==> src/rtl/sync_fifo_q.sv <==
// Parametrised synchronous FIFO with occupancy, threshold flags, single-cycle flush
// and exported per-entry valid/data for associative search of queued entries.
module sync_fifo_q #(
  parameter int unsigned DEPTH     = 10,
  parameter int unsigned WIDTH     = 71,
  parameter int unsigned AFULL_TH  = DEPTH - 2,
  parameter int unsigned AEMPTY_TH = 1,
  localparam int unsigned PTR_W    = $clog2(DEPTH),
  localparam int unsigned CNT_W    = $clog2(DEPTH + 1)
) (
  input  logic                   clk,
  input  logic                   reset,
  input  logic                   flush,
  input  logic                   push_valid,
  output logic                   push_ready,
  input  logic [WIDTH-1:0]       push_data,
  output logic                   pop_valid,
  input  logic                   pop_ready,
  output logic [WIDTH-1:0]       pop_data,
  output logic [CNT_W-1:0]       count,
  output logic                   full,
  output logic                   empty,
  output logic                   almost_full,
  output logic                   almost_empty,
  output logic [PTR_W-1:0]       wr_ptr,
  output logic [PTR_W-1:0]       rd_ptr,
  output logic [DEPTH-1:0]       entry_valid,
  output logic [DEPTH*WIDTH-1:0] entry_data_pack
);

  localparam logic [PTR_W-1:0] LAST_PTR = PTR_W'(DEPTH - 1);

  logic [WIDTH-1:0] mem [DEPTH];
  logic             push_fire;
  logic             pop_fire;

  function automatic logic [PTR_W-1:0] next_ptr(input logic [PTR_W-1:0] p);
    return (p == LAST_PTR) ? '0 : p + 1'b1;
  endfunction

  // Status comes from registered count only, so no path from pop_ready to push_ready.
  always_comb begin
    full         = (32'(count) == DEPTH);
    empty        = (count == '0);
    almost_full  = (32'(count) >= AFULL_TH);
    almost_empty = (32'(count) <= AEMPTY_TH);
    push_ready   = ~full;
    pop_valid    = ~empty;
    push_fire    = push_valid & ~full & ~flush;
    pop_fire     = pop_ready & ~empty & ~flush;
  end

  always_ff @(posedge clk) begin
    if (reset || flush) begin
      wr_ptr      <= '0;
      rd_ptr      <= '0;
      count       <= '0;
      entry_valid <= '0;
    end else begin
      if (push_fire) wr_ptr <= next_ptr(wr_ptr);
      if (pop_fire)  rd_ptr <= next_ptr(rd_ptr);
      case ({push_fire, pop_fire})
        2'b10:   count <= count + 1'b1;
        2'b01:   count <= count - 1'b1;
        default: count <= count;
      endcase
      // wr_ptr == rd_ptr only when full or empty, where at most one side can fire.
      if (push_fire) entry_valid[wr_ptr] <= 1'b1;
      if (pop_fire)  entry_valid[rd_ptr] <= 1'b0;
    end
  end

  // Storage is deliberately not reset; live slots are tracked by entry_valid.
  always_ff @(posedge clk) begin
    if (push_fire && !reset) mem[wr_ptr] <= push_data;
  end

  always_comb begin
    pop_data = empty ? '0 : mem[rd_ptr];
  end

  always_comb begin
    entry_data_pack = '0;
    for (int unsigned i = 0; i < DEPTH; i++) begin
      entry_data_pack[i*WIDTH +: WIDTH] = mem[i];
    end
  end

endmodule

==> config.mk <==
export PLATFORM = sky130hd
export DESIGN_NAME = sync_fifo_q
export DESIGN_NICKNAME = d
export VERILOG_FILES = /design/src/rtl/sync_fifo_q.sv
export SDC_FILE = /design/constraint.sdc
export NUM_CORES = 1
export LEC_CHECK = 0
export CELL_PAD_IN_SITES_DETAIL_PLACEMENT = 0
export CELL_PAD_IN_SITES_GLOBAL_PLACEMENT = 1
export CORE_AREA = 2 2 343 345
export CTS_CLUSTER_SIZE = 8
export DETAILED_ROUTE_END_ITERATION = 10
export DIE_AREA = 0 0 345 347
export PLACE_DENSITY = 0.73
export SYNTH_ARGS = -nofsm -noshare
export SYNTH_HDL_FRONTEND = slang
export SYNTH_SLANG_ARGS = --single-unit
==> constraint.sdc <==
create_clock -name clk -period 21.5 [get_ports clk]
set_input_delay 2.15 -clock clk [delete_from_list [all_inputs] [get_ports clk]]
set_output_delay 2.15 -clock clk [all_outputs]
set_load 0.02 [all_outputs]
======== Word level (Yosys, flattened, before mapping) ========
Memory sizes are Yosys's and may differ from the RTL's. A register that Yosys moved wholly into a read port is not among the register bits.
Index checks and enable logic that the tools add are counted.
Widths: inputs -> output; s select.
storage, ports and cells
  memories kept ........................... 1
  bits in registers ....................... 22
  input port bits ......................... 76
  RAM bits ................................ 710
  output and inout bits ................... 809
memory list
  memory  words  width  read ports  clocked after memory_dff  write ports  RTL line  source
  mem     10     71     11          1                         1            33        logic [WIDTH-1:0] mem [DEPTH];
cells by class
  $add $sub $neg .......................... 4
  reduce and logical (&&, ||, !) cells .... 7
  multiplexer cells ....................... 15
  bitwise operators ....................... 10
  equal/unequal tests ..................... 5
  $lt $le $gt $ge ......................... 6
operators by type and width
  kind                 count
  $mux 71              1
  $mux 10              3
  $mux 4               4
  $add 4x1->4 const B  3
  $eq 4x4->1 const B   3
  $and 10x10->10       1
  $lt 4x5->1 const B   2
  $not 10->10          1
  $or 10x10->10        1
  $demux 1 s4          2
  $ge 4x1->1 const B   2
  $pmux 4 s2           1
  $and 1x1->1          4
  $ge 4x4->1 const B   1
  $le 4x1->1 const B   1
  $logic_not 4->1      1
  $mux 1               4
  $sub 4x1->4 const B  1
  $logic_and 1x1->1    3
  $not 1->1            3
  $eq 2x1->1 const B   1
  $eq 2x2->1 const B   1
  $reduce_bool 2->1    1
  $logic_not 1->1      1
  $logic_or 1x1->1     1

======== Longest topological paths before layout ========
Gate-level depths: netlist of run 1.
  depth in word-level cells ............... 9
  mapped depth ............................ 11

======== Worst setup path after synthesis of run 1 ========
Ideal clock, no wire load.
  path type ............................... input port to flip-flop
  start point ............................. in push_valid
  end point ............................... mem mem[9][0], enable pin
  setup slack ............................. 12,757 ps
  arrival time ............................ 8,141 ps
  stages .................................. 4
  buffers on the path ..................... 0
  library setup time ...................... 602 ps
  cells stage by stage .................... inv_1 -> nor3_1 -> nand3b_1 -> nor3b_1
between the ends
  word-level cells in the longest chain between the ends .. 5
RTL lines
  element                       RTL line  source
  start, declared               14        input logic push_valid,
  $and 1x1->1 (2 in a row)      49        push_fire = push_valid & ~full & ~flush;
  $logic_and 1x1->1             75        if (push_fire && !reset) mem[wr_ptr] <= push_data;
  $mux 1                        75
  $mux 1 (not written as such)  75
  end, declared                 33
Every way passes these cells.

==> results of run 1 <==
## cell usage in the layout, fill, tap and decap left out, types with 5 or more instances in the layout
cell and count:
sky130_fd_sc_hd__a21oi_1 11, sky130_fd_sc_hd__mux4_2 284, sky130_fd_sc_hd__dfxtp_1 24, sky130_fd_sc_hd__a211oi_1 8
sky130_fd_sc_hd__clkbuf_1 18, sky130_fd_sc_hd__a22o_1 69, sky130_fd_sc_hd__clkdlybuf4s50_1 884, sky130_fd_sc_hd__a221o_1 70
sky130_fd_sc_hd__buf_4 45, sky130_fd_sc_hd__clkbuf_16 164, sky130_fd_sc_hd__nor2b_1 7, sky130_fd_sc_hd__ha_1 5
sky130_fd_sc_hd__edfxtp_1 1136, sky130_fd_sc_hd__inv_1 8, sky130_fd_sc_hd__inv_6 7, sky130_fd_sc_hd__nor2_4 15
sky130_fd_sc_hd__nor2_1 16, sky130_fd_sc_hd__nand2_1 8
## synthesized netlist by cell type, drive strengths merged, types with 2 or more instances
cell    instances  share of area, %
dfxtp          26               1.2
nand2           8             0.069
a31oi           4             0.057
o21ai           3             0.034
nand2b          2             0.029
xor2            4             0.080
a21oi          11              0.13
a211oi          8              0.14
buf            46              0.66
nor4            2             0.063
a311oi          3             0.060
nand3           4             0.046
inv             8             0.069
mux2i           3             0.069
and3            3             0.060
or3             3             0.046
nor2b           7              0.10
nand3b          3             0.052
clkbuf         56              0.48
a221o          70               1.6
nor2           31              0.27
nor3b           2             0.034
xnor2           4             0.080
edfxtp       1136                78
a22o           70               1.4
mux4          284                15
nor3            5             0.069
ha              5              0.14
## worst max-delay path by stage
| stage | from | end | slack (ns) |
|---|---|---|---|
| 2_1_floorplan | push_valid | mem[9][0]$_DFFE_PP_ | 12.76 |
| 3_3_place_gp | flop | pop_data[50] | 14.53 |
| 3_5_place_dp | flop | pop_data[50] | 14.49 |
| 4_1_cts | flop | pop_data[50] | 13.66 |
| 5_1_grt | flop | pop_data[50] | 13.38 |
| 6_report | flop | pop_data[50] | 13.89 |
## per-layer routing
metal / vias to the layer above / share of wire [%] / routed length [µm] / GRT usage, %
met4: 2 / 2.7 / 3515 / 6.955
met3: 231 / 8.2 / 10740 / 6.466
met5: - / 0.014 / 18 / 0
met2: 1242 / 53 / 68610 / 37.82
li1: 9876 / - / - / -
met1: 12839 / 37 / 47800 / 24.83
## kinds of logic (layout without fill, tap and decap cells)
kind of cell    after synthesis  in the layout  share of synthesized area, %
compound gates              170            170                         3.445
xor+xnor                      8              8                        0.1605
fa+ha+maj                     5              5                        0.1433
buf+inv                     110           1135                         1.215
flops                      1162           1162                         79.34
mux                         287            287                         14.72
other cells                   0              1                             0
simple gates                 78             78                        0.9802
## final cells by class
class / instances / area (µm²) / share of cell area (%)
Sequential cell: 1162 / 34640 / 58.90
Multi-Input combinational cell: 548 / 8623 / 14.66
Timing Repair Buffer: 930 / 9206 / 15.65
Inverter: 8 / 30.03 / 0.05106
Antenna cell: 1 / 2.502 / 0.004255
Tap cell: 1524 / 1907 / 3.242
Clock inverter: 15 / 229.0 / 0.3893
Clock buffer: 182 / 4172 / 7.093
## sequential cells by signal, summed over array words and instances (netlist names), named ones only
signal	flops
wr_ptr	4
count	4
rd_ptr	4
mem	1136
entry_valid	10
## report_power, final
| group | internal, mW | switching (mW) | total [mW] |
|---|---|---|---|
| clock network | 1.36 | 0.899 | 2.25 |
| registers | 2.50 | 0.00493 | 2.50 |
| logic | 0.0568 | 0.0819 | 0.139 |
| total | 3.91 | 0.986 | 4.90 |
## worst register-to-register path: stages, from the launching register on
cell                       delay (ns)
sky130_fd_sc_hd__dfxtp_1         0.46
sky130_fd_sc_hd__inv_1           0.12
sky130_fd_sc_hd__ha_1            0.21
sky130_fd_sc_hd__nand3b_1        0.23
sky130_fd_sc_hd__inv_1           0.20
sky130_fd_sc_hd__nor3_1          0.70
sky130_fd_sc_hd__nand3b_1        0.44
sky130_fd_sc_hd__nor3b_2         0.29
sky130_fd_sc_hd__buf_4           0.61
==> run metrics, run 1 <==
Final Setup Violations 0; maximum operating frequency 0.1314 GHz; first-pass iteration count of the detailed router 5; syn avg cell area roughly 24 µm²; total number of clock tree sinks 1162; Async S/R FF share, synth 0%; worst reg2reg setup slack approximately 18 ns; total non-filler cell area in the finished layout ~60000 µm²; number of vias in the routed layout between 20000 and 25000; time the worst path needs with I/O delays and setup between 7 and 8 ns; Top FF cell, synth sky130_fd_sc_hd__edfxtp_1; cell type group with the largest total delay on the critical path buffers and inverters; number of nets in the layout about 2900; first-pass GRT wire length ~190000 µm; length in cells of the worst reg-to-reg path 8; worst rel slew slack under 10%; vias in the first global route 25745; cell leakage power roughly 18 nW; global-route total usage across every layer a little over a fifth; YS warnings 0; DRC marker count from the first detailed-route iteration around 2200; drt via density about 5.5; data arrival time at the worst-slack endpoint around 5.5 ns; Finished Layout Cells between 4000 and 5000; Die Ht 347 µm; number of distinct library cell variants in the gate-level netlist after synthesis 44; Synth-to-Final Area Change 34.72%; Resized Gates After CTS 0; slew at the pin closest to its max-slew limit roughly 1.4 ns; Min-Delay Path Class flop to flop; critical path depth 7; total of buffers placed on input and output ports approximately 880; combined area of all synthesized cells ~44000 µm²; setup bufs post-CTS 0; standard cell area after detailed placement 54410 µm²; Required @ worst endpoint between 15 and 20 ns; Crit Path Max Fanout ~40; Inserted Clock Buffers ~160; minimum hold slack ~0.54 ns; Seq cells post-synth around 1200; PnR worst setup slack between 10 and 15 ns; num rows 125; post-route setup TNS 0 ns; pins over their slew limit 0; endpoints failing hold 0; Syn Nets approximately 1900; TritonCTS clock tree built; clock latency reported for the late side of the worst-skew pair around 0.75 ns; width of the chip about 350 µm; share of cells above drive strength 1 a little under a fifth; CORE AREA 115700 µm²; result of the run completed; critical path's largest stage delay about 0.80 ns; part of the Yosys area used for sequential elements about four fifths; number of stages on the worst hold path 2; final critical-path share of the clock period between 30% and 40%; fillcell total 9133; DRT antenna net count 0; full die area about 120000 µm²; Routed WL about 130000 µm; Worst R2R End mem[9][28]$_DFFE_PP_; depth of the CTS H-tree 4; utilization after layout approximately half; Critical Setup Path Class flop to output pin; master of the slowest instance on the critical path sky130_fd_sc_hd__dfxtp_4; number of DRC violations after detailed routing 0; worst vdd rail ir drop 0.05877 mV; startpoint types flop; power per cell area approximately 83 nW/µm²; PnR Total Power roughly 4.9 mW; Critical Path Sink Type output pin; clock root buffer master sky130_fd_sc_hd__clkbuf_16; start of the worst register-to-register path count[0]$_SDFFE_PP0P_; EDFF count, synth 1136; ordered list of cells on the worst path buf_4 > buf_4 > buf_4 > mux4_2 > a22o_1 > a221o_1 > clkdlybuf4s50_1; Hold Path Sink entry_valid[6]$_SDFF_PP0_; GP Congestion between 0.8 and 0.9; Place WS approximately 14 ns; Gate Count Post-Synth 1820; total grt overflow 0; largest net degree at the start of global routing 109; hold path startpoint entry_valid[6]$_SDFF_PP0_; CTS Hold Bufs 0; starting density of the core approximately 38%; average detailed-routed wire length per instance 29.90 µm; most numerous cell on the critical path sky130_fd_sc_hd__buf_4; Worst Skew approximately 0.042 ns; CTS Buffer Depth 3; number of antenna violations at the first check in global routing 4; unrepaired setup endpoints after global routing false; cell total after placement 4172; number of max-cap violations 0; HPWL reported at the end of detailed placement approximately 86000 µm; I/O pin count about 890; clock slew at reported path FFs approximately 0.05 ns; buffering stage count on the worst path with inverters included 4
(Power assumes the default switching activity.)
==> run 2: changes to the inputs <==
--- a/config.mk
+++ b/config.mk
@@ -7,11 +7,11 @@
 export LEC_CHECK = 0
 export CELL_PAD_IN_SITES_DETAIL_PLACEMENT = 0
 export CELL_PAD_IN_SITES_GLOBAL_PLACEMENT = 1
-export CORE_AREA = 2 2 343 345
+export CORE_AREA = 2 2 348 350
 export CTS_CLUSTER_SIZE = 8
 export DETAILED_ROUTE_END_ITERATION = 10
-export DIE_AREA = 0 0 345 347
-export PLACE_DENSITY = 0.73
+export DIE_AREA = 0 0 350 352
+export PLACE_DENSITY = 0.72
 export SYNTH_ARGS = -nofsm -noshare
 export SYNTH_HDL_FRONTEND = slang
 export SYNTH_SLANG_ARGS = --single-unit
==> constraint.sdc (replaced) <==
create_clock -name clk -period 7.3 [get_ports clk]
set_input_delay 0.73 -clock clk [delete_from_list [all_inputs] [get_ports clk]]
set_output_delay 0.73 -clock clk [all_outputs]
set_load 0.02 [all_outputs]
==> run metrics, run 2 (synthesized netlist as in run 1, its figures left out) <==
start of the worst register-to-register path count[0]$_SDFFE_PP0P_; Place WS between 2 and 3 ns; PnR worst setup slack just over 2 ns; length in cells of the worst reg-to-reg path 7; full die area 123200 µm²; total grt overflow 0; Die Ht 352 µm; clock root buffer master sky130_fd_sc_hd__clkbuf_16; final critical-path share of the clock period between 70% and 80%; result of the run completed; pins over their slew limit 0; data arrival time at the worst-slack endpoint ~4.5 ns; drt via density around 5.4; starting density of the core 36.58%; total non-filler cell area in the finished layout roughly 60000 µm²; share of cells above drive strength 1 18.72%; critical path's largest stage delay a little over 0.7 ns; worst vdd rail ir drop between 0.15 and 0.2 mV; Worst Skew about 0.032 ns; max FFs per register roughly 1100; Finished Layout Cells 4471; Resized Gates After CTS 0; post-route setup TNS 0 ns; total number of clock tree sinks approximately 1200; I/O pin count a little under 900; first-pass iteration count of the detailed router 5; DRC marker count from the first detailed-route iteration 2383; master of the slowest instance on the critical path sky130_fd_sc_hd__buf_4; startpoint types flop; num rows between 100 and 150; Required @ worst endpoint about 6.6 ns; cell total after placement between 4000 and 5000; Worst R2R End mem[14][11]$_DFFE_PP_; Critical Path Sink Type output pin; power per cell area between 200 and 250 nW/µm²; HPWL reported at the end of detailed placement ~85000 µm; setup bufs post-CTS 0; first-pass GRT wire length 184300 µm; number of vias in the routed layout 24134; number of DRC violations after detailed routing 0; Synth-to-Final Area Change 35.40%; GP Congestion 0.8264; CTS Buffer Depth 3; total of buffers placed on input and output ports about 880; Crit Path Max Fanout 39; endpoints failing hold 0; CORE AREA between 100000 and 150000 µm²; number of stages on the worst hold path 2; time the worst path needs with I/O delays and setup 5.225 ns; DRT antenna net count 0; Hold Path Sink entry_valid[9]$_SDFF_PP0_; Min-Delay Path Class flop to flop; Routed WL roughly 130000 µm; largest net degree at the start of global routing around 130; average detailed-routed wire length per instance about 29 µm; hold path startpoint entry_valid[9]$_SDFF_PP0_; worst reg2reg setup slack 3.24 ns; leading registers by flop count mem (1136), entry_valid (10); Inserted Clock Buffers ~160; CTS Hold Bufs 0; commonest non-fill, non-tap cell in the layout sky130_fd_sc_hd__edfxtp_1; Final Setup Violations 0; unrepaired setup endpoints after global routing false; register with the most flip-flops mem; maximum operating frequency around 0.19 GHz; standard cell area after detailed placement about 55000 µm²; vias in the first global route about 26000; number of nets in the layout 2894; most numerous cell on the critical path sky130_fd_sc_hd__buf_4; slew at the pin closest to its max-slew limit around 1.3 ns; commonest cells after routing, fill and taps aside sky130_fd_sc_hd__edfxtp_1 (1136), sky130_fd_sc_hd__clkdlybuf4s50_1 (884), sky130_fd_sc_hd__mux4_2 (284), sky130_fd_sc_hd__clkbuf_16 (166), sky130_fd_sc_hd__a221o_1 (70); depth of the CTS H-tree 4; global-route total usage across every layer between 20 and 25%; width of the chip around 350 µm; ordered list of cells on the worst path inv_1 > ha_1 > or3b_1 > nand2_1 > nor2_4 > buf_4 > buf_4 > a221o_1 > clkdlybuf4s50_1; worst rel slew slack 10.84%; Critical Setup Path Class flop to output pin; TritonCTS clock tree built; clock latency reported for the late side of the worst-skew pair roughly 0.75 ns; number of antenna violations at the first check in global routing 5; clock slew at reported path FFs around 0.050 ns; number of max-cap violations 0; cell leakage power between 15 and 20 nW
run 2: layout make-up:
cell class                      count  area [µm²]
Clock inverter                     15       271.5
Timing Repair Buffer              929        9249
Sequential cell                  1162       34640
Fill cell                        9526       60230
Antenna cell                        6       15.01
Inverter                            8       30.03
Multi-Input combinational cell    548        8636
Tap cell                         1612        2017
Clock buffer                      191        4248
run 2: stage by stage:
stage / utilization [%] / power (mW) / hold WS, ns
finish: 49.53 / 14.53 / 0.5473
global placement: 45.73 / 7.896 / 0.5219
floorplan: - / 7.663 / 0.5827
detailed placement: 45.73 / 7.908 / 0.5317
CTS: 49.52 / 14.70 / 0.5440
global route: 49.52 / 14.98 / 0.5805
run 2: how the worst max path moves through the flow:
| stage | from | to | slack, ns | cells past startpoint |
|---|---|---|---|---|
| floorplan | count[0]$_SDFFE_PP0P_ | mem[10][0]$_DFFE_PP_ | 1.73 | 7 |
| global placement | count[0]$_SDFFE_PP0P_ | pop_data[37] | 2.95 | 9 |
| detailed placement | count[0]$_SDFFE_PP0P_ | pop_data[15] | 2.85 | 9 |
| CTS | count[0]$_SDFFE_PP0P_ | pop_data[15] | 2.02 | 9 |
| global route | count[0]$_SDFFE_PP0P_ | pop_data[15] | 1.86 | 9 |
| finish | count[0]$_SDFFE_PP0P_ | pop_data[15] | 2.08 | 9 |
run 2: worst max-delay path, delay by kind of cell, from the launching register on:
kind / cells / cell delay (ns)
compound gates: 1 / 0.30
buf+inv: 4 / 1.92
flops: 1 / 0.46
fa+ha+maj: 1 / 0.24
simple gates: 3 / 0.76
run 2: power breakdown:
group	internal, mW	switching, mW	leakage, nW	total (mW)
registers	7.36	0.0150	10.4	7.37
logic	0.169	0.242	5.81	0.411
clock network	4.09	2.66	2.19	6.75
run 2: layer usage:
| layer | global-route usage, % | part of all wire (%) | vias up |
|---|---|---|---|
| met3 | 5.888 | 8.3 | 259 |
| met1 | 24.88 | 38 | 12749 |
| met5 | 0 | 0.014 | - |
| met2 | 34.24 | 50 | 1242 |
| li1 | - | - | 9882 |
| met4 | 8.647 | 3.8 | 2 |
==> run 3: changes to the inputs <==
--- a/config.mk
+++ b/config.mk
@@ -7,11 +7,11 @@
 export LEC_CHECK = 0
 export CELL_PAD_IN_SITES_DETAIL_PLACEMENT = 0
 export CELL_PAD_IN_SITES_GLOBAL_PLACEMENT = 1
-export CORE_AREA = 2 2 348 350
+export CORE_AREA = 2 2 344 346
 export CTS_CLUSTER_SIZE = 8
 export DETAILED_ROUTE_END_ITERATION = 10
-export DIE_AREA = 0 0 350 352
-export PLACE_DENSITY = 0.72
+export DIE_AREA = 0 0 346 348
+export PLACE_DENSITY = 0.76
 export SYNTH_ARGS = -nofsm -noshare
 export SYNTH_HDL_FRONTEND = slang
 export SYNTH_SLANG_ARGS = --single-unit
==> constraint.sdc (replaced) <==
create_clock -name clk -period 4.5 [get_ports clk]
set_input_delay 0.45 -clock clk [delete_from_list [all_inputs] [get_ports clk]]
set_output_delay 0.45 -clock clk [all_outputs]
set_load 0.02 [all_outputs]
==> run metrics, run 3 (synthesized netlist as in run 1, its figures left out) <==
TritonCTS clock tree built; final critical-path share of the clock period a little over nine tenths; number of max-cap violations 0; ordered list of cells on the worst path inv_1 > ha_1 > or3b_1 > buf_4 > and3_4 > buf_4 > a22o_1 > a221o_1 > clkdlybuf4s50_1; time the worst path needs with I/O delays and setup around 4.3 ns; Die Ht roughly 350 µm; DRT antenna net count 0; HPWL reported at the end of detailed placement around 90000 µm; slew at the pin closest to its max-slew limit 1.268 ns; power per cell area roughly 400 nW/µm²; Critical Setup Path Class flop to output pin; PnR Total Power around 24 mW; full die area around 120000 µm²; clock slew at reported path FFs 0.05 ns; fillcell total approximately 9100; vias in the first global route around 26000; max FFs per register 1136; number of antenna violations at the first check in global routing 6; CORE AREA around 120000 µm²; first-pass iteration count of the detailed router 5; num rows around 130; length in cells of the worst reg-to-reg path 7; GP Congestion between 0.8 and 0.9; Inserted Clock Buffers approximately 160; master of the slowest instance on the critical path sky130_fd_sc_hd__clkdlybuf4s50_1; highest metal used met5; depth of the CTS H-tree 4; Detail Route met2 WL 67250 µm; drt via density around 5.5; first-pass GRT wire length between 150000 and 200000 µm; maximum operating frequency ~0.23 GHz; total of buffers placed on input and output ports between 800 and 900; CTS Hold Bufs 0; Required @ worst endpoint a little over 4 ns; most numerous cell on the critical path sky130_fd_sc_hd__buf_4; cell leakage power around 19 nW; Met3 Wirelength roughly 12000 µm; Final Setup Violations 0; starting density of the core about 37%; global-route total usage across every layer 21.34%; leading registers by flop count mem (1136), entry_valid (10); Metal-1 WL 48080 µm; unrepaired setup endpoints after global routing false; Worst Skew about 0.056 ns; register with the most flip-flops mem; share of cells above drive strength 1 about a fifth; result of the run completed; worst vdd rail ir drop about 0.25 mV; number of stages on the worst hold path 4; DRC marker count from the first detailed-route iteration roughly 2400; Finished Layout Cells 4427; Critical Path Sink Type output pin; startpoint types flop; Routed WL roughly 130000 µm; pins over their slew limit 0; number of DRC violations after detailed routing 0; Synth-to-Final Area Change 36.76%; data arrival time at the worst-slack endpoint ~3.8 ns; commonest non-fill, non-tap cell in the layout sky130_fd_sc_hd__edfxtp_1; total number of clock tree sinks approximately 1200; I/O pin count between 800 and 900; total grt overflow 0; Min-Delay Path Class input port to flop; number of nets in the layout slightly below 3000; commonest cells after routing, fill and taps aside sky130_fd_sc_hd__edfxtp_1 (1136), sky130_fd_sc_hd__clkdlybuf4s50_1 (884), sky130_fd_sc_hd__mux4_2 (284), sky130_fd_sc_hd__clkbuf_16 (163), sky130_fd_sc_hd__a221o_1 (70); largest net degree at the start of global routing 69; endpoints failing hold 0; width of the chip around 350 µm; cell total after placement around 4200; setup bufs post-CTS 0; worst rel slew slack between 15 and 20%; critical path's largest stage delay 0.62 ns; number of vias in the routed layout approximately 24000; clock latency reported for the late side of the worst-skew pair 0.76 ns; Resized Gates After CTS 0; clock root buffer master sky130_fd_sc_hd__clkbuf_16; CTS Buffer Depth 3; Crit Path Max Fanout 28; average detailed-routed wire length per instance between 20 and 30 µm
## run 3: power breakdown
part           leakage (nW)  total [mW]  switching (mW)  internal, mW
clock                  2.18        10.9            4.38          6.54
sequential             10.4        12.0          0.0227          11.9
combinational          6.11       0.708           0.410         0.298
total                  18.7        23.6            4.81          18.8
## run 3: cell type report
type / instances / area [µm²] / share of cell area, %
antenna: 4 / 10.01 / 0.01677
inverter: 8 / 30.03 / 0.05030
timing repair buffer: 967 / 9960 / 16.68
tap: 1536 / 1922 / 3.219
sequential: 1162 / 34640 / 58.02
multi-input combinational: 548 / 8636 / 14.47
clock buffer: 186 / 4165 / 6.977
clock inverter: 16 / 337.8 / 0.5659
## run 3: worst paths after layout
kind	from	end	slack (ns)
max	count[0]$_SDFFE_PP0P_	pop_data[33]	0.24
min	push_valid	wr_ptr[1]$_SDFFE_PP0P_	0.49
max reg2reg	count[0]$_SDFFE_PP0P_	mem[2][37]$_DFFE_PP_	1.22
min reg2reg	entry_valid[6]$_SDFF_PP0_	entry_valid[6]$_SDFF_PP0_	0.54
## run 3: layer usage
metal	GRT usage (%)	vias up
met5	0.1200	-
met4	8.823	4
met3	7.109	255
met2	36.24	1296
met1	24.88	12851
li1	-	9954
## run 3: metrics by stage
step / setup WS [ns] / TNS (ns) / hold WS [ns] / util (%) / area [µm²]
after floorplan: -1.070 / -267.35 / 0.5489 / - / 43690
after global placement: 0.8996 / 0 / 0.5294 / 47.14 / 55150
after detailed placement: 0.8591 / 0 / 0.5229 / 47.14 / 55150
after CTS: 0.01173 / 0 / 0.4149 / 50.99 / 59650
after global routing: 0.05314 / 0 / 0.4972 / 51.03 / 59700
final: 0.2390 / 0 / 0.4926 / 51.04 / 59700
## run 3: critical path: cells and delay by family, from the launching register on
kind / cells / cell delay (ns)
buffers and inverters: 4 / 1.35
AND/OR/NAND/NOR: 2 / 0.57
flip-flops: 1 / 0.45
AO/OA/AOI/OAI: 2 / 0.37
adder cells (fa/ha/maj): 1 / 0.24
==> patch 1: new RTL, settings of run 3 <==
Set the parameter `DEPTH` to 11 (it was 10).
--- a/src/rtl/sync_fifo_q.sv
+++ b/src/rtl/sync_fifo_q.sv
@@ -1,7 +1,7 @@
 // Parametrised synchronous FIFO with occupancy, threshold flags, single-cycle flush
 // and exported per-entry valid/data for associative search of queued entries.
 module sync_fifo_q #(
-  parameter int unsigned DEPTH     = 10,
+  parameter int unsigned DEPTH     = 11,
   parameter int unsigned WIDTH     = 71,
   parameter int unsigned AFULL_TH  = DEPTH - 2,
   parameter int unsigned AEMPTY_TH = 1,
Interface: changed (resized entry_data_pack and entry_valid); port bits go from 885 to 957. No check against the original RTL was run, so the function may have changed too.
==> patch 1 against run 3 <==
Wire length rose by 7.4%; worst setup slack lost 65 ps; sequential cell count rose by 1; critical path depth is the same; power down 0.65%; sequential power hardly changed; synthesized area grew 0.76%; cell area grew 0.96%; critical path type unchanged; critical endpoint unchanged; largest power group unchanged.
==> patch 1: results (changes against run 3) <==
[synth]
synth_xor_area_share_pct=0.159  ; -0.0012 points
synth_fp_nets=1984  ; +4.4%
yosys-top-cells-count=edfxtp_1 (1136), mux4_2 (283), a22oi_1 (96), nand2_1 (80)
synthAdderAreaFrac_pct=0.114  ; -0.030 points
synth_cell_types=50  ; +14%

[clock_network]
worstSkewPairLatency_ps=740  ; -20 ps
cts_made_buffers=164  ; +0.61%

[sta]
skew_ps=30.1  ; -25.7 ps

[pwr]
ir_drop_uv=305  ; +23%

[critical_path]
arrival_ps=3880  ; +70 ps
cp_max_fo=36  ; +29%

[global_route]
grt_use_met1_pct=26.8  ; +1.9 points
grt_antenna_before_repair=4  ; -2
grtUsageMet3_pct=6.52  ; -0.59 points
grt_pass1_vias=26700  ; +2.8%

[cells_and_area]
seq_area_share_pct=57.5  ; -0.52 points
nMultiInputCombCells=633  ; +16%
clkCellAreaFrac_pct=7.34  ; -0.20 points
nNonClkBuffers=1019  ; +5.4%
drive_gt1_share_pct=19.9  ; +0.099 points
num_antenna_cells=0  ; -4
buffer_area_share_pct=17.0  ; +0.36 points

[routing]
wl_per_cell_um=31.1  ; +4.4%
dr.first_iter.drc_count=2659  ; +9.6%
drtPass1Iterations=7  ; +2

[run_status]
status=finished clean

[placed_design]
dp_hpwl_mm=97.0  ; +8.1%

[patch 1: power groups by stage]
stage          logic (mW)  clock network (mW)  registers, mW
3_3_place_gp        0.609                   0           12.2
6_report            0.629                10.8           12.0
4_1_cts             0.627                11.1           12.0
5_1_grt             0.665                11.5           11.9
2_1_floorplan       0.205                   0           12.2
3_5_place_dp        0.625                   0           12.2
[patch 1: path summary, 6_finish.rpt]
kind	startpoint	endpoint	slack [ps]	cells past startpoint
worst max-delay path	count[0]	pop_data[33]	170	9
worst min-delay path	entry_valid[10]	entry_valid[10]	480	2
worst max register to register	count[0]	mem[0][28]	1430	7
worst min register to register	entry_valid[10]	entry_valid[10]	480	2
[patch 1: repair_timing]
| action | in CTS | in global routing |
|---|---|---|
| setup buffers | 0 | 0 |
| endpoints found under the setup margin | 0 | 5 |
| hold endpoints to repair | 0 | 0 |
| resized for setup | 0 | 2 |
[patch 1: cells by family after synthesis]
kind of cell	after synthesis
and+or+nand+nor	161
AOI/OAI and AO/OA	173
muxes	286
xor gates and xnor gates	8
adders and majority gates	4
DFF	1163
buffers and inverters	109
[patch 1: worst max-delay path: stages (launching register included)]
cell and delay [ps]:
dfxtp_1 480, inv_1 80, ha_1 250, or3b_4 400, inv_1 170, nor3_4 160, buf_4 500, a22oi_1 220
nand2_1 110, clkdlybuf4s50_1 660
[patch 1: stage by stage]
step,instances,area (um2),power [mW]
floorplan,1904,44100,12.4
global placement,4358,55800,12.8
detailed placement,4358,55800,12.8
CTS,4553,60300,23.7
global route,4554,60300,24.1
finish,4554,60300,23.4
[patch 1: metal layers]
metal,share of wire [%],wire (um)
met2,52,73500
met4,3.9,5570
met3,8.5,12100
met1,36,50400
met5,0,0
==> patch 2: new RTL, settings of run 3 <==
Without the edit above. Register the output `count` once more; this adds one clock of latency there. The other outputs are not delayed to match. Comments in the files are not updated.
--- a/src/rtl/sync_fifo_q.sv
+++ b/src/rtl/sync_fifo_q.sv
@@ -30,6 +30,8 @@
 
   localparam logic [PTR_W-1:0] LAST_PTR = PTR_W'(DEPTH - 1);
 
+  logic [CNT_W-1:0] count_s0;
+
   logic [WIDTH-1:0] mem [DEPTH];
   logic             push_fire;
   logic             pop_fire;
@@ -40,10 +42,10 @@
 
   // Status comes from registered count only, so no path from pop_ready to push_ready.
   always_comb begin
-    full         = (32'(count) == DEPTH);
-    empty        = (count == '0);
-    almost_full  = (32'(count) >= AFULL_TH);
-    almost_empty = (32'(count) <= AEMPTY_TH);
+    full         = (32'(count_s0) == DEPTH);
+    empty        = (count_s0 == '0);
+    almost_full  = (32'(count_s0) >= AFULL_TH);
+    almost_empty = (32'(count_s0) <= AEMPTY_TH);
     push_ready   = ~full;
     pop_valid    = ~empty;
     push_fire    = push_valid & ~full & ~flush;
@@ -54,15 +56,15 @@
     if (reset || flush) begin
       wr_ptr      <= '0;
       rd_ptr      <= '0;
-      count       <= '0;
+      count_s0    <= '0;
       entry_valid <= '0;
     end else begin
       if (push_fire) wr_ptr <= next_ptr(wr_ptr);
       if (pop_fire)  rd_ptr <= next_ptr(rd_ptr);
       case ({push_fire, pop_fire})
-        2'b10:   count <= count + 1'b1;
-        2'b01:   count <= count - 1'b1;
-        default: count <= count;
+        2'b10:   count_s0 <= count_s0 + 1'b1;
+        2'b01:   count_s0 <= count_s0 - 1'b1;
+        default: count_s0 <= count_s0;
       endcase
       // wr_ptr == rd_ptr only when full or empty, where at most one side can fire.
       if (push_fire) entry_valid[wr_ptr] <= 1'b1;
@@ -86,5 +88,9 @@
     end
   end
 
+  always_ff @(posedge clk) begin
+    count <= count_s0;
+  end
+
 endmodule
 
Function: changed (a bounded check fails within 4 cycles, from zero or initial values).
==> patch 2 against run 3 <==
Power grew 0.64%; sequential cell count grew 4; cell count shrank 0.20%; synthesized cell count grew 0.77%; synthesized area grew 0.48%; wire length shrank 0.58%; non-clock buffer count shrank 17; global-route usage is essentially flat; via count grew 1.7%; worst setup slack gained 1.8 ps; cell area shrank 0.35%; critical path type unchanged.
==> patch 2: results (changes against run 3) <==
[global_route]
grt_usage_pct=21.3  ; about the same
grt_pass1_wl_mm=187  ; +0.57%
grt_use_met2_pct=36.7  ; +0.51 points
grtUsageMet3_pct=7.02  ; -0.085 points
grt_pass1_vias=26200  ; +1.1%
grt_use_met1_pct=24.8  ; -0.078 points
grt_antenna_before_repair=3  ; -3
grt_start_max_net_pins=72  ; +4.3%

[synth]
seq_area_frac_synth_pct=79.1  ; -0.20 points
yosys-top-cells-count=edfxtp_1 (1136), mux4_2 (282), a221o_1 (70), a22o_1 (70), clkbuf_1 (53)
ys_top_cells_by_area=edfxtp_1 (78%), mux4_2 (14%), a221o_1 (1.6%), a22o_1 (1.4%), dfxtp_1 (1.4%)
synth_fp_nets=1915  ; +0.74%
synth_cell_types=48  ; +9.1%

[pwr]
sequentialPowerShare_pct=50.5  ; -0.2 points
leakage_nw=18.7  ; -0.29%
ir_drop_uv=320  ; +29%
netSwitchingFraction_pct=20.3  ; -0.13 points
comb-power_mw=0.734  ; +3.7%

[hold_path]
min_from=count_s0[1]
min_path_type=register to register
worstHoldEndpoint=count[1]
worstHoldPathCells=0  ; -4

[sta]
worst_pin_slew_ps=1010  ; -261 ps
skew_ps=26.0  ; -29.7 ps

[routing]
wl_met2_mm=66.7  ; -0.78%
wl_met1_mm=47.3  ; -1.6%
wl_met3_mm=12.6  ; +7.6%
dr.first_iter.drc_count=2061  ; -15%
drtPass1Iterations=5  ; unchanged
wl_mm=131  ; -0.58%
via_per_inst=5.61  ; +1.9%

[placed_design]
numPortBuffers=884  ; unchanged
dp_hpwl_mm=87.7  ; -2.3%
routabilityCongestion=0.881  ; -0.91%
place_area_um2=55000  ; -0.34%

[clock_network]
cts_hold_buf=0  ; unchanged
htreeDepth=4  ; unchanged
cts_made_buffers=164  ; +0.61%
cts-root-buf=clkbuf_16

[critical_path]
cp_max_fo=34  ; +21%
r2r-start=count_s0[0]
r2r_cells=7  ; unchanged
reg2reg_to=mem[0][33]

[cells_and_area]
drive_gt1_share_pct=19.3  ; -0.56 points
nNetsFinal=2927  ; -0.14%
num_antenna_cells=0  ; -4

[run_status]
status=finished clean

patch 2: kinds of logic (layout without fill, tap and decap cells):
| kind of cell | count (synthesis) | count (layout) | synth area share (%) |
|---|---|---|---|
| simple gates | 88 | 88 | 1.10 |
| buf+inv | 112 | 1160 | 1.44 |
| xor+xnor | 8 | 8 | 0.160 |
| fa+ha+maj | 5 | 5 | 0.143 |
| flops | 1166 | 1166 | 79.1 |
| compound gates | 166 | 166 | 3.39 |
| mux | 289 | 289 | 14.6 |
patch 2: worst max path at each step:
| stage | slack (ps) | to | cells past startpoint | start |
|---|---|---|---|---|
| 2_1_floorplan | -2060 | mem[15][0] | 5 | count_s0[0] |
| 3_3_place_gp | 1000 | mem[2][35] | 6 | flush |
| 4_1_cts | 80 | pop_data[7] | 9 | count_s0[0] |
| 3_5_place_dp | 870 | mem[2][35] | 6 | reset |
| 6_report | 240 | pop_data[28] | 9 | count_s0[0] |
| 5_1_grt | 4 | pop_data[28] | 9 | count_s0[0] |
patch 2: stage by stage:
step | hold WS [ps] | utilization (%) | setup WS [ps] | total power, mW | std cells
after global placement | 398 | 47.0 | 1000 | 12.9 | 4216
final | 430 | 50.9 | 241 | 23.7 | 4418
after detailed placement | 421 | 47.0 | 866 | 12.9 | 4216
after floorplan | 391 | - | -2060 | 12.5 | 1834
after global routing | 442 | 50.9 | 4.40 | 24.4 | 4418
after CTS | 418 | 50.9 | 78.4 | 23.9 | 4418
patch 2: repair_timing:
| action | CTS | global route |
|---|---|---|
| gates resized for setup | 0 | 2 |
| hold endpoints to repair | 0 | 0 |
| endpoints found under the setup margin | 0 | 36 |
patch 2: cell type report:
cell class                 count  area, um2
fill                        9146      57500
inverter                       8       35.0
clock inverter                14        267
tap                         1536       1920
clock buffer                 188       4260
sequential                  1166      34700
timing repair buffer         950       9630
multi-input combinational    556       8660
